[config.mk]
export PLATFORM = sky130hd
export DESIGN_NAME = dcache_req_arb_flat
export DESIGN_NICKNAME = d
export VERILOG_FILES = /design/src/rtl/dcache_req_arb_if.sv /design/src/rtl/dcache_req_arb.sv /design/src/flat_wrapper.sv
export SDC_FILE = /design/constraint.sdc
export NUM_CORES = 1
export LEC_CHECK = 0
export BUFFER_PORTS_ARGS = -buffer_cell sky130_fd_sc_hd__buf_4
export CORE_AREA = 2 2 511 513
export DETAILED_ROUTE_END_ITERATION = 8
export DIE_AREA = 0 0 513 515
export PLACE_DENSITY_LB_ADDON = 0.25
export REMOVE_ABC_BUFFERS = 1
export SLEW_MARGIN = 0
export SYNTH_ARGS = -nofsm -noshare
export SYNTH_HDL_FRONTEND = slang
export SYNTH_SLANG_ARGS = --single-unit
[constraint.sdc]
create_clock -name clk -period 3.16 [get_ports clk]
set_input_delay 0.632 -clock clk [delete_from_list [all_inputs] [get_ports clk]]
set_output_delay 0.632 -clock clk [all_outputs]
set_load 0.02 [all_outputs]
[src/rtl/dcache_req_arb_if.sv]
// Bundle of request/response signals between the requesters, the arbiter and the data cache.
// The slave modport is the arbiter's view; the master modport drives it.
interface dcache_req_arb_if #(
    parameter int NUM_REQS  = 2,
    parameter int NUM_LANES = 4,
    parameter int ADDR_W    = 30,
    parameter int DATA_W    = 32,
    parameter int TAG_IN_W  = 16,
    parameter int REQ_SEL_W = (NUM_REQS > 1) ? $clog2(NUM_REQS) : 1,
    parameter int TAG_OUT_W = TAG_IN_W + REQ_SEL_W
);
    logic [NUM_REQS*NUM_LANES-1:0]            req_in_valid;
    logic [NUM_REQS*NUM_LANES-1:0]            req_in_rw;
    logic [NUM_REQS*NUM_LANES*ADDR_W-1:0]     req_in_addr;
    logic [NUM_REQS*NUM_LANES*(DATA_W/8)-1:0] req_in_byteen;
    logic [NUM_REQS*NUM_LANES*DATA_W-1:0]     req_in_data;
    logic [NUM_REQS*NUM_LANES*TAG_IN_W-1:0]   req_in_tag;
    logic [NUM_REQS*NUM_LANES-1:0]            req_in_ready;

    logic [NUM_LANES-1:0]                     req_out_valid;
    logic [NUM_LANES-1:0]                     req_out_rw;
    logic [NUM_LANES*ADDR_W-1:0]              req_out_addr;
    logic [NUM_LANES*(DATA_W/8)-1:0]          req_out_byteen;
    logic [NUM_LANES*DATA_W-1:0]              req_out_data;
    logic [NUM_LANES*TAG_OUT_W-1:0]           req_out_tag;
    logic [NUM_LANES-1:0]                     req_out_ready;

    logic                                     rsp_in_valid;
    logic [NUM_LANES-1:0]                     rsp_in_tmask;
    logic [NUM_LANES*DATA_W-1:0]              rsp_in_data;
    logic [TAG_OUT_W-1:0]                     rsp_in_tag;
    logic                                     rsp_in_ready;

    logic [NUM_REQS-1:0]                      rsp_out_valid;
    logic [NUM_LANES-1:0]                     rsp_out_tmask;
    logic [NUM_LANES*DATA_W-1:0]              rsp_out_data;
    logic [TAG_IN_W-1:0]                      rsp_out_tag;
    logic [NUM_REQS-1:0]                      rsp_out_ready;

    modport slave (
        input  req_in_valid, req_in_rw, req_in_addr, req_in_byteen, req_in_data, req_in_tag,
        output req_in_ready,
        output req_out_valid, req_out_rw, req_out_addr, req_out_byteen, req_out_data, req_out_tag,
        input  req_out_ready,
        input  rsp_in_valid, rsp_in_tmask, rsp_in_data, rsp_in_tag,
        output rsp_in_ready,
        output rsp_out_valid, rsp_out_tmask, rsp_out_data, rsp_out_tag,
        input  rsp_out_ready
    );

    modport master (
        output req_in_valid, req_in_rw, req_in_addr, req_in_byteen, req_in_data, req_in_tag,
        input  req_in_ready,
        input  req_out_valid, req_out_rw, req_out_addr, req_out_byteen, req_out_data, req_out_tag,
        output req_out_ready,
        output rsp_in_valid, rsp_in_tmask, rsp_in_data, rsp_in_tag,
        input  rsp_in_ready,
        input  rsp_out_valid, rsp_out_tmask, rsp_out_data, rsp_out_tag,
        output rsp_out_ready
    );
endinterface

[src/rtl/dcache_req_arb.sv]
// Round-robin arbiter sharing one multi-lane data-cache port among several requesters.
// A partially accepted request keeps the grant so lanes of different requesters never mix.
module dcache_req_arb #(
    parameter int NUM_REQS  = 2,
    parameter int NUM_LANES = 4,
    parameter int ADDR_W    = 30,
    parameter int DATA_W    = 32,
    parameter int TAG_IN_W  = 16,
    parameter int REQ_SEL_W = (NUM_REQS > 1) ? $clog2(NUM_REQS) : 1,
    parameter int TAG_OUT_W = TAG_IN_W + REQ_SEL_W
) (
    input logic           clk,
    input logic           reset,
    dcache_req_arb_if.slave bus
);
    localparam int BYTE_W = DATA_W / 8;

    typedef enum logic {IDLE, LOCKED} state_t;

    state_t                 r_state, w_stateNext;
    logic [REQ_SEL_W-1:0]   r_grant, w_grantNext;
    logic [REQ_SEL_W-1:0]   r_rrPtr, w_rrPtrNext;
    logic [REQ_SEL_W-1:0]   w_sel, w_selIdle, w_selHigh, w_selLow;
    logic                   w_foundHigh, w_foundLow;
    logic [NUM_REQS-1:0]    w_reqAny;
    logic [NUM_LANES-1:0]   w_selValid, w_pending;
    logic [REQ_SEL_W-1:0]   w_rspIdx;
    logic                   w_rspIdxOk;

    function automatic logic [REQ_SEL_W-1:0] nextPtr(input logic [REQ_SEL_W-1:0] p);
        if (int'(p) >= NUM_REQS - 1) return '0;
        return p + REQ_SEL_W'(1);
    endfunction

    // Round-robin search: lowest active index at or above rr_ptr, else lowest overall (wrap).
    always_comb begin
        w_reqAny    = '0;
        w_selHigh   = '0;
        w_selLow    = '0;
        w_foundHigh = 1'b0;
        w_foundLow  = 1'b0;
        for (int r = NUM_REQS - 1; r >= 0; r--) begin
            w_reqAny[r] = |bus.req_in_valid[r*NUM_LANES +: NUM_LANES];
            if (w_reqAny[r]) begin
                w_selLow   = REQ_SEL_W'(r);
                w_foundLow = 1'b1;
                if (r >= int'(r_rrPtr)) begin
                    w_selHigh   = REQ_SEL_W'(r);
                    w_foundHigh = 1'b1;
                end
            end
        end
        w_selIdle = w_foundHigh ? w_selHigh : w_selLow;
    end

    assign w_sel     = (r_state == LOCKED) ? r_grant : w_selIdle;
    assign w_pending = w_selValid & ~bus.req_out_ready;

    always_ff @(posedge clk) begin
        if (!reset) begin
            r_state <= IDLE;
            r_grant <= '0;
            r_rrPtr <= '0;
        end else begin
            r_state <= w_stateNext;
            r_grant <= w_grantNext;
            r_rrPtr <= w_rrPtrNext;
        end
    end

    // A locked requester that withdraws its lanes releases the grant just like one that finishes.
    always_comb begin
        w_stateNext = r_state;
        w_grantNext = r_grant;
        w_rrPtrNext = r_rrPtr;
        case (r_state)
            IDLE: begin
                if (w_foundLow) begin
                    if (w_pending == '0) begin
                        w_rrPtrNext = nextPtr(w_sel);
                    end else begin
                        w_grantNext = w_sel;
                        w_stateNext = LOCKED;
                    end
                end
            end
            LOCKED: begin
                if (w_pending == '0) begin
                    w_stateNext = IDLE;
                    w_rrPtrNext = nextPtr(r_grant);
                end
            end
            default: w_stateNext = IDLE;
        endcase
    end

    always_comb begin
        w_selValid         = '0;
        bus.req_out_rw     = '0;
        bus.req_out_addr   = '0;
        bus.req_out_byteen = '0;
        bus.req_out_data   = '0;
        bus.req_out_tag    = '0;
        bus.req_in_ready   = '0;
        for (int r = 0; r < NUM_REQS; r++) begin
            if (w_sel == REQ_SEL_W'(r)) begin
                w_selValid         = bus.req_in_valid[r*NUM_LANES +: NUM_LANES];
                bus.req_out_rw     = bus.req_in_rw[r*NUM_LANES +: NUM_LANES];
                bus.req_out_addr   = bus.req_in_addr[r*NUM_LANES*ADDR_W +: NUM_LANES*ADDR_W];
                bus.req_out_byteen = bus.req_in_byteen[r*NUM_LANES*BYTE_W +: NUM_LANES*BYTE_W];
                bus.req_out_data   = bus.req_in_data[r*NUM_LANES*DATA_W +: NUM_LANES*DATA_W];
                for (int l = 0; l < NUM_LANES; l++) begin
                    bus.req_out_tag[l*TAG_OUT_W +: TAG_OUT_W] =
                        {w_sel, bus.req_in_tag[(r*NUM_LANES+l)*TAG_IN_W +: TAG_IN_W]};
                end
                if (reset) begin
                    bus.req_in_ready[r*NUM_LANES +: NUM_LANES] = bus.req_out_ready;
                end
            end
        end
        bus.req_out_valid = reset ? w_selValid : '0;
    end

    assign w_rspIdx   = bus.rsp_in_tag[TAG_OUT_W-1 -: REQ_SEL_W];
    assign w_rspIdxOk = int'(w_rspIdx) < NUM_REQS;

    // Out-of-range response indices are swallowed (ready=1) so the cache never stalls on them.
    always_comb begin
        bus.rsp_out_valid = '0;
        bus.rsp_in_ready  = 1'b1;
        for (int r = 0; r < NUM_REQS; r++) begin
            if (w_rspIdx == REQ_SEL_W'(r)) begin
                bus.rsp_out_valid[r] = reset & bus.rsp_in_valid;
                bus.rsp_in_ready     = bus.rsp_out_ready[r];
            end
        end
    end

    assign bus.rsp_out_tmask = bus.rsp_in_tmask;
    assign bus.rsp_out_data  = bus.rsp_in_data;
    assign bus.rsp_out_tag   = bus.rsp_in_tag[TAG_IN_W-1:0];

    assert property (@(posedge clk) disable iff (!reset) bus.rsp_in_valid |-> w_rspIdxOk)
        else $error("dcache_req_arb: response index out of range");

endmodule

[src/flat_wrapper.sv]
// flat-port wrapper written by rule: the top's interface ports become plain ports
module dcache_req_arb_flat 
#(
    parameter int NUM_REQS  = 2,
    parameter int NUM_LANES = 4,
    parameter int ADDR_W    = 30,
    parameter int DATA_W    = 32,
    parameter int TAG_IN_W  = 16,
    parameter int REQ_SEL_W = (NUM_REQS > 1) ? $clog2(NUM_REQS) : 1,
    parameter int TAG_OUT_W = TAG_IN_W + REQ_SEL_W
)
  (clk, reset, bus_req_in_valid, bus_req_in_rw, bus_req_in_addr, bus_req_in_byteen, bus_req_in_data, bus_req_in_tag, bus_req_in_ready, bus_req_out_valid, bus_req_out_rw, bus_req_out_addr, bus_req_out_byteen, bus_req_out_data, bus_req_out_tag, bus_req_out_ready, bus_rsp_in_valid, bus_rsp_in_tmask, bus_rsp_in_data, bus_rsp_in_tag, bus_rsp_in_ready, bus_rsp_out_valid, bus_rsp_out_tmask, bus_rsp_out_data, bus_rsp_out_tag, bus_rsp_out_ready);
  dcache_req_arb_if #(.NUM_REQS(NUM_REQS), .NUM_LANES(NUM_LANES), .ADDR_W(ADDR_W), .DATA_W(DATA_W), .TAG_IN_W(TAG_IN_W), .REQ_SEL_W(REQ_SEL_W), .TAG_OUT_W(TAG_OUT_W)) bus_i ();
  input logic clk;
  input logic reset;
  input wire logic [$bits(bus_i.req_in_valid)-1:0] bus_req_in_valid;
  input wire logic [$bits(bus_i.req_in_rw)-1:0] bus_req_in_rw;
  input wire logic [$bits(bus_i.req_in_addr)-1:0] bus_req_in_addr;
  input wire logic [$bits(bus_i.req_in_byteen)-1:0] bus_req_in_byteen;
  input wire logic [$bits(bus_i.req_in_data)-1:0] bus_req_in_data;
  input wire logic [$bits(bus_i.req_in_tag)-1:0] bus_req_in_tag;
  output wire logic [$bits(bus_i.req_in_ready)-1:0] bus_req_in_ready;
  output wire logic [$bits(bus_i.req_out_valid)-1:0] bus_req_out_valid;
  output wire logic [$bits(bus_i.req_out_rw)-1:0] bus_req_out_rw;
  output wire logic [$bits(bus_i.req_out_addr)-1:0] bus_req_out_addr;
  output wire logic [$bits(bus_i.req_out_byteen)-1:0] bus_req_out_byteen;
  output wire logic [$bits(bus_i.req_out_data)-1:0] bus_req_out_data;
  output wire logic [$bits(bus_i.req_out_tag)-1:0] bus_req_out_tag;
  input wire logic [$bits(bus_i.req_out_ready)-1:0] bus_req_out_ready;
  input wire logic [$bits(bus_i.rsp_in_valid)-1:0] bus_rsp_in_valid;
  input wire logic [$bits(bus_i.rsp_in_tmask)-1:0] bus_rsp_in_tmask;
  input wire logic [$bits(bus_i.rsp_in_data)-1:0] bus_rsp_in_data;
  input wire logic [$bits(bus_i.rsp_in_tag)-1:0] bus_rsp_in_tag;
  output wire logic [$bits(bus_i.rsp_in_ready)-1:0] bus_rsp_in_ready;
  output wire logic [$bits(bus_i.rsp_out_valid)-1:0] bus_rsp_out_valid;
  output wire logic [$bits(bus_i.rsp_out_tmask)-1:0] bus_rsp_out_tmask;
  output wire logic [$bits(bus_i.rsp_out_data)-1:0] bus_rsp_out_data;
  output wire logic [$bits(bus_i.rsp_out_tag)-1:0] bus_rsp_out_tag;
  input wire logic [$bits(bus_i.rsp_out_ready)-1:0] bus_rsp_out_ready;
  assign bus_i.req_in_valid = bus_req_in_valid;
  assign bus_i.req_in_rw = bus_req_in_rw;
  assign bus_i.req_in_addr = bus_req_in_addr;
  assign bus_i.req_in_byteen = bus_req_in_byteen;
  assign bus_i.req_in_data = bus_req_in_data;
  assign bus_i.req_in_tag = bus_req_in_tag;
  assign bus_req_in_ready = bus_i.req_in_ready;
  assign bus_req_out_valid = bus_i.req_out_valid;
  assign bus_req_out_rw = bus_i.req_out_rw;
  assign bus_req_out_addr = bus_i.req_out_addr;
  assign bus_req_out_byteen = bus_i.req_out_byteen;
  assign bus_req_out_data = bus_i.req_out_data;
  assign bus_req_out_tag = bus_i.req_out_tag;
  assign bus_i.req_out_ready = bus_req_out_ready;
  assign bus_i.rsp_in_valid = bus_rsp_in_valid;
  assign bus_i.rsp_in_tmask = bus_rsp_in_tmask;
  assign bus_i.rsp_in_data = bus_rsp_in_data;
  assign bus_i.rsp_in_tag = bus_rsp_in_tag;
  assign bus_rsp_in_ready = bus_i.rsp_in_ready;
  assign bus_rsp_out_valid = bus_i.rsp_out_valid;
  assign bus_rsp_out_tmask = bus_i.rsp_out_tmask;
  assign bus_rsp_out_data = bus_i.rsp_out_data;
  assign bus_rsp_out_tag = bus_i.rsp_out_tag;
  assign bus_i.rsp_out_ready = bus_rsp_out_ready;
  dcache_req_arb #(.NUM_REQS(NUM_REQS), .NUM_LANES(NUM_LANES), .ADDR_W(ADDR_W), .DATA_W(DATA_W), .TAG_IN_W(TAG_IN_W), .REQ_SEL_W(REQ_SEL_W), .TAG_OUT_W(TAG_OUT_W)) u_core (.clk(clk), .reset(reset), .bus(bus_i));
endmodule
* Yosys cells after proc, flatten, opt, wreduce, memory -nomap -nowiden
Cells that the tools add are included.
Storage, ports and cells: register bits 3, input port bits 830, output and inout bits 499
Operators by class: $add $sub $neg 2, $lt $le $gt $ge 3, eq/ne operators 3, multiplexer cells 40, bitwise operators 5, reduce and logical (&&, ||, !) cells 5
Operators with widths (number):
- 128-bit 2-to-1 mux | 1
- 120-bit 2-to-1 mux | 1
- 68-bit 2-to-1 mux | 1
- 1-bit 2-to-1 mux | 28
- 4-bit 2-to-1 mux | 6
- 16-bit 2-to-1 mux | 1
- 4-bit OR reduction | 2
- 3-bit AND reduction | 2
- 4-bit bitwise AND | 1
- 4-bit zero test | 1
- 2-bit by 1-bit inequality test with 1-bit output, second input constant | 2
- 4-bit inverter | 1
- 1-bit one-hot mux with 2 select lines | 2
- 1-bit adder, second input constant | 2
- 1-bit >= comparator, second input constant | 2
- 2-bit inequality test, second input constant | 1
- 1-bit inverter | 2
- 1-bit bitwise AND | 1
- 1-bit >= comparator, first input constant | 1

* Logic depth before layout (Yosys ltp)
depth after elaboration 16, mapped depth 9, gate-level depth less buffers 6

* Worst setup path after synthesis
OpenSTA, ideal clock, no wires.
kind input -> output, start point in bus_req_in_valid[5], end point out bus_req_out_valid[1], arrival 2123 ps, data required time 2528 ps, slack 405 ps, cell stages on the path 6, path buffers 2, cells stage by stage nor4_1 o31a_1 buf_4 buf_2 nand2_1 a21boi_0
Between the ends: word-level cells in the longest chain between the ends 8, elaborated cells between the ends (all ways) 11
RTL lines:
- from (decl) | RTL line flat_wrapper.sv:16 | input wire logic [$bits(bus_i.req_in_valid)-1:0] bus_req_in_valid;
- 4-bit OR reduction | RTL line dcache_req_arb.sv:43 | w_reqAny[r] = |bus.req_in_valid[r*NUM_LANES +: NUM_LANES];
- 1-bit 2-to-1 mux | RTL line dcache_req_arb.sv:44 | if (w_reqAny[r]) begin
- 1-bit 2-to-1 mux | RTL line dcache_req_arb.sv:47 | if (r >= int'(r_rrPtr)) begin
- 1-bit 2-to-1 mux | RTL line dcache_req_arb.sv:44
- 1-bit 2-to-1 mux | RTL line dcache_req_arb.sv:53 | w_selIdle = w_foundHigh ? w_selHigh : w_selLow;
- 1-bit 2-to-1 mux | RTL line dcache_req_arb.sv:56 | assign w_sel = (r_state == LOCKED) ? r_grant : w_selIdle;
- 4-bit 2-to-1 mux * | RTL line dcache_req_arb.sv:106 | if (w_sel == REQ_SEL_W'(r)) begin
- 4-bit 2-to-1 mux * | RTL line dcache_req_arb.sv:121 | bus.req_out_valid = reset ? w_selValid : '0;
- to (decl) | RTL line flat_wrapper.sv:23 | output wire logic [$bits(bus_i.req_out_valid)-1:0] bus_req_out_valid;
Every way passes the cells marked *; elsewhere a longest branch is shown, timed or not.

* Worst setup path after layout
start point in bus_req_in_valid[1], end point out bus_req_out_addr[79]
Between the ends: word-level cells in the longest chain between the ends 5, elaborated cells between the ends (all ways) 7
RTL lines:
- 4-bit OR reduction * | RTL line dcache_req_arb.sv:43
- 1-bit 2-to-1 mux | RTL line dcache_req_arb.sv:44
- 1-bit 2-to-1 mux * | RTL line dcache_req_arb.sv:53
- 1-bit 2-to-1 mux * | RTL line dcache_req_arb.sv:56
- 120-bit 2-to-1 mux * | RTL line dcache_req_arb.sv:106
- to (decl) | RTL line flat_wrapper.sv:25 | output wire logic [$bits(bus_i.req_out_addr)-1:0] bus_req_out_addr;
Marks and branches as above.

==> results.toml <==
[route]
ant_nets = 0
wl_per_cell_um = 34.9
drc = 0
drt_iter0_markers = 928
drt_wl_total_um = 200000
viasPerCell = 2.42
via_count = 13851
drtPass1Iterations = 7

[timing]
finalClockSkew_ps = 0.0498
finalSetupViolations = 6
fmax_mhz = 314
report.final.slew_viol_count = 0
period_share_pct = 101
final.min_clock_period_ps = 3180
max_slew_margin_pct = 69.1
final.setup.worst_slack_ps = -21.2
grt_setup_unrepaired = "true"
fin_hold_ws_ps = 550
tightest_slew_ps = 464
hold_viol = 0

[synth]
synth_top_cell_by_area = "nand2_1"
synth_simple_gate_area_share_pct = 66.5
synthTopCellsByArea = "nand2_1 (64%), buf_4 (20%), buf_6 (5.9%)"
yosys_warnings = 0
synth_mux_area_share_pct = 0.864
yosysSeqAreaShare_pct = 1.01
synth_top_family_by_area = "simple AND/OR/NAND/NOR gates"
synth_xor_area_share_pct = 0
avgSynthCellArea_um2 = 4.59
synth_compound_area_share_pct = 2.19
ys_ff_latch = 3
synth_cell_types = 30
synthCells = 1293
syn_area_mm2 = 0.00594
yosysTopAreaCellShare_pct = 63.8
synthAdderAreaFrac_pct = 0

[grt]
grt_max_degree = 34
grt_pass1_wl_um = 225000
grt-ovfl-total = 0
antenna_found_initial = 92
grt_pass1_vias = 13624
track_usage_pct = 14.3

[power_and_ir_drop]
finalPower_uw = 12100
ir_drop_mv = 0.247
power.density_mw_per_mm2 = 539
power_leakage_uw = 0.0108

[clock_network]
path_clk_slew_ps = 30
root_buffer = "clkbuf_16"
clockBufferDepth = 2
cts_max_level = 1
ctsHoldBuffers = 0
cts_buffers = 3
cts_num_sinks = 3
insertion_delay_ps = 220
cts_tree = "yes"

[worst_setup_path]
cp.required_ps = 2530
crit_path_end_kind = "output pin"
path_cells = "buf_8, nor4_4, nor2_2, o31a_4, buf_12, clkinv_16, buf_16, bufbuf_16, nand2_1, nand2_1, buf_6"
cpMostUsedCell = "nand2_1"
worstPathArrival_ps = 2550
slowest_delay_ps = 310
worst_path_max_delay_cell = "nor4_4"
critPathLaunchType = "input port"
worstPathMaxFanout = 9
worst-setup-path-type = "in2out"

[layout]
synthToLayoutAreaGrowth_pct = 278
drive_gt1_share_pct = 69.5
nets = 3132
final_cell_mix = "buf_4 (873), nand2_1 (653), nand2_2 (197), buf_6 (191), nand2_4 (140)"
final_common_cell = "buf_4"

[floorplanning]
ioPinCount = 1329
die_y_um = 515
chipWidth_um = 513
coreArea_mm2 = 0.259
rows = 187
initial_core_util_pct = 2.30
die-area_mm2 = 0.264

[flow_run]
drv_cap = 0

[placed_design]
io_buffers = 1032
pre_cts_ws_ps = -632
gp_congestion = 0.865
dpl.hpwl_um = 178000

[run_status]
status = "complete, but fails checks"
violations = "negative setup slack"

[min_path]
hold_path.class = "reg2reg"
-- power breakdown --
group / internal [µW] / total [µW] / switching [µW]
combinational: 4960 / 11800 / 6880
clock: 166 / 200 / 33.3
sequential: 46.1 / 65.4 / 19.3
-- cell families after synthesis --
family	after synthesis
AOI/OAI and AO/OA	20
DFF	3
muxes	5
buffers and inverters	231
and+or+nand+nor	1034
-- final timing paths --
path / start / endpoint / slack (ps) / depth (start not counted)
setup reg to reg: u_core.r_state / u_core.r_rrPtr / 1160 / 6
hold reg to reg: u_core.r_grant / u_core.r_grant / 550 / 2
hold / removal: u_core.r_grant / u_core.r_grant / 550 / 2
setup / recovery: bus_req_in_valid[1] / bus_req_out_addr[79] / -20 / 11
-- timing repair --
item	4_1_cts	5_1_grt
gates resized for setup	689	291
setup endpoints to repair	291	319
pin swaps	112	117
buffers inserted	34	11
cloned	8	16
-- worst max-delay path, delay by kind of cell --
family | cells | cell delay [ps]
AOI/OAI and AO/OA | 1 | 310
buffers and inverters | 6 | 980
and+or+nand+nor | 4 | 550
-- cells in the mapped netlist (all sizes together) --
cell    number
dfxtp        3
nor2b        2
o31a         1
nand2b       2
mux2i        4
o22ai        1
o211ai       2
a21oi        3
a21boi       2
inv          2
clkbuf       4
and3         9
nor4         3
o21ai        6
a211oi       1
a221oi       2
buf        225
nor3         2
or2          1
nor2         6
o31ai        2
mux2         1
nand2     1009
-- layout make-up --
cell class / instances / area, µm²
diodes: 25 / 62.6
clock buffers: 4 / 78.8
fillers: 30437 / 236000
inverters: 2 / 33.8
multi-input cells: 1059 / 6000
flip-flops and latches: 3 / 60.1
well taps: 3402 / 4260
repair buffers: 1232 / 11900
repair inverters: 1 / 20.0
-- state kept, by name (all words and copies together), names as in the netlist --
name and cells:
u_core.r_state 1, u_core.r_rrPtr 1, u_core.r_grant 1
-- per-stage QoR --
step	std cells	TNS, ps	cell area (µm²)	util [%]
final	5728	-47.9	22400	8.68
after floorplan	1064	-3365730	4200	-
after global placement	5638	-49160	17700	6.83
after global routing	5723	-4190	22400	8.68
after CTS	5682	-19040	21000	8.10
after detailed placement	5638	-37790	17700	6.83
-- per-layer routing --
layer,GRT usage (%),part of all wire (%),routed length (µm),up-vias
met5,3.96,0.57,1130,-
met4,1.81,2.1,4100,16
met3,13.7,21,41700,206
met2,20.7,41,81300,1441
met1,14.8,36,71400,6416
li1,-,-,-,5772
Power figures use the tool's default switching activity.
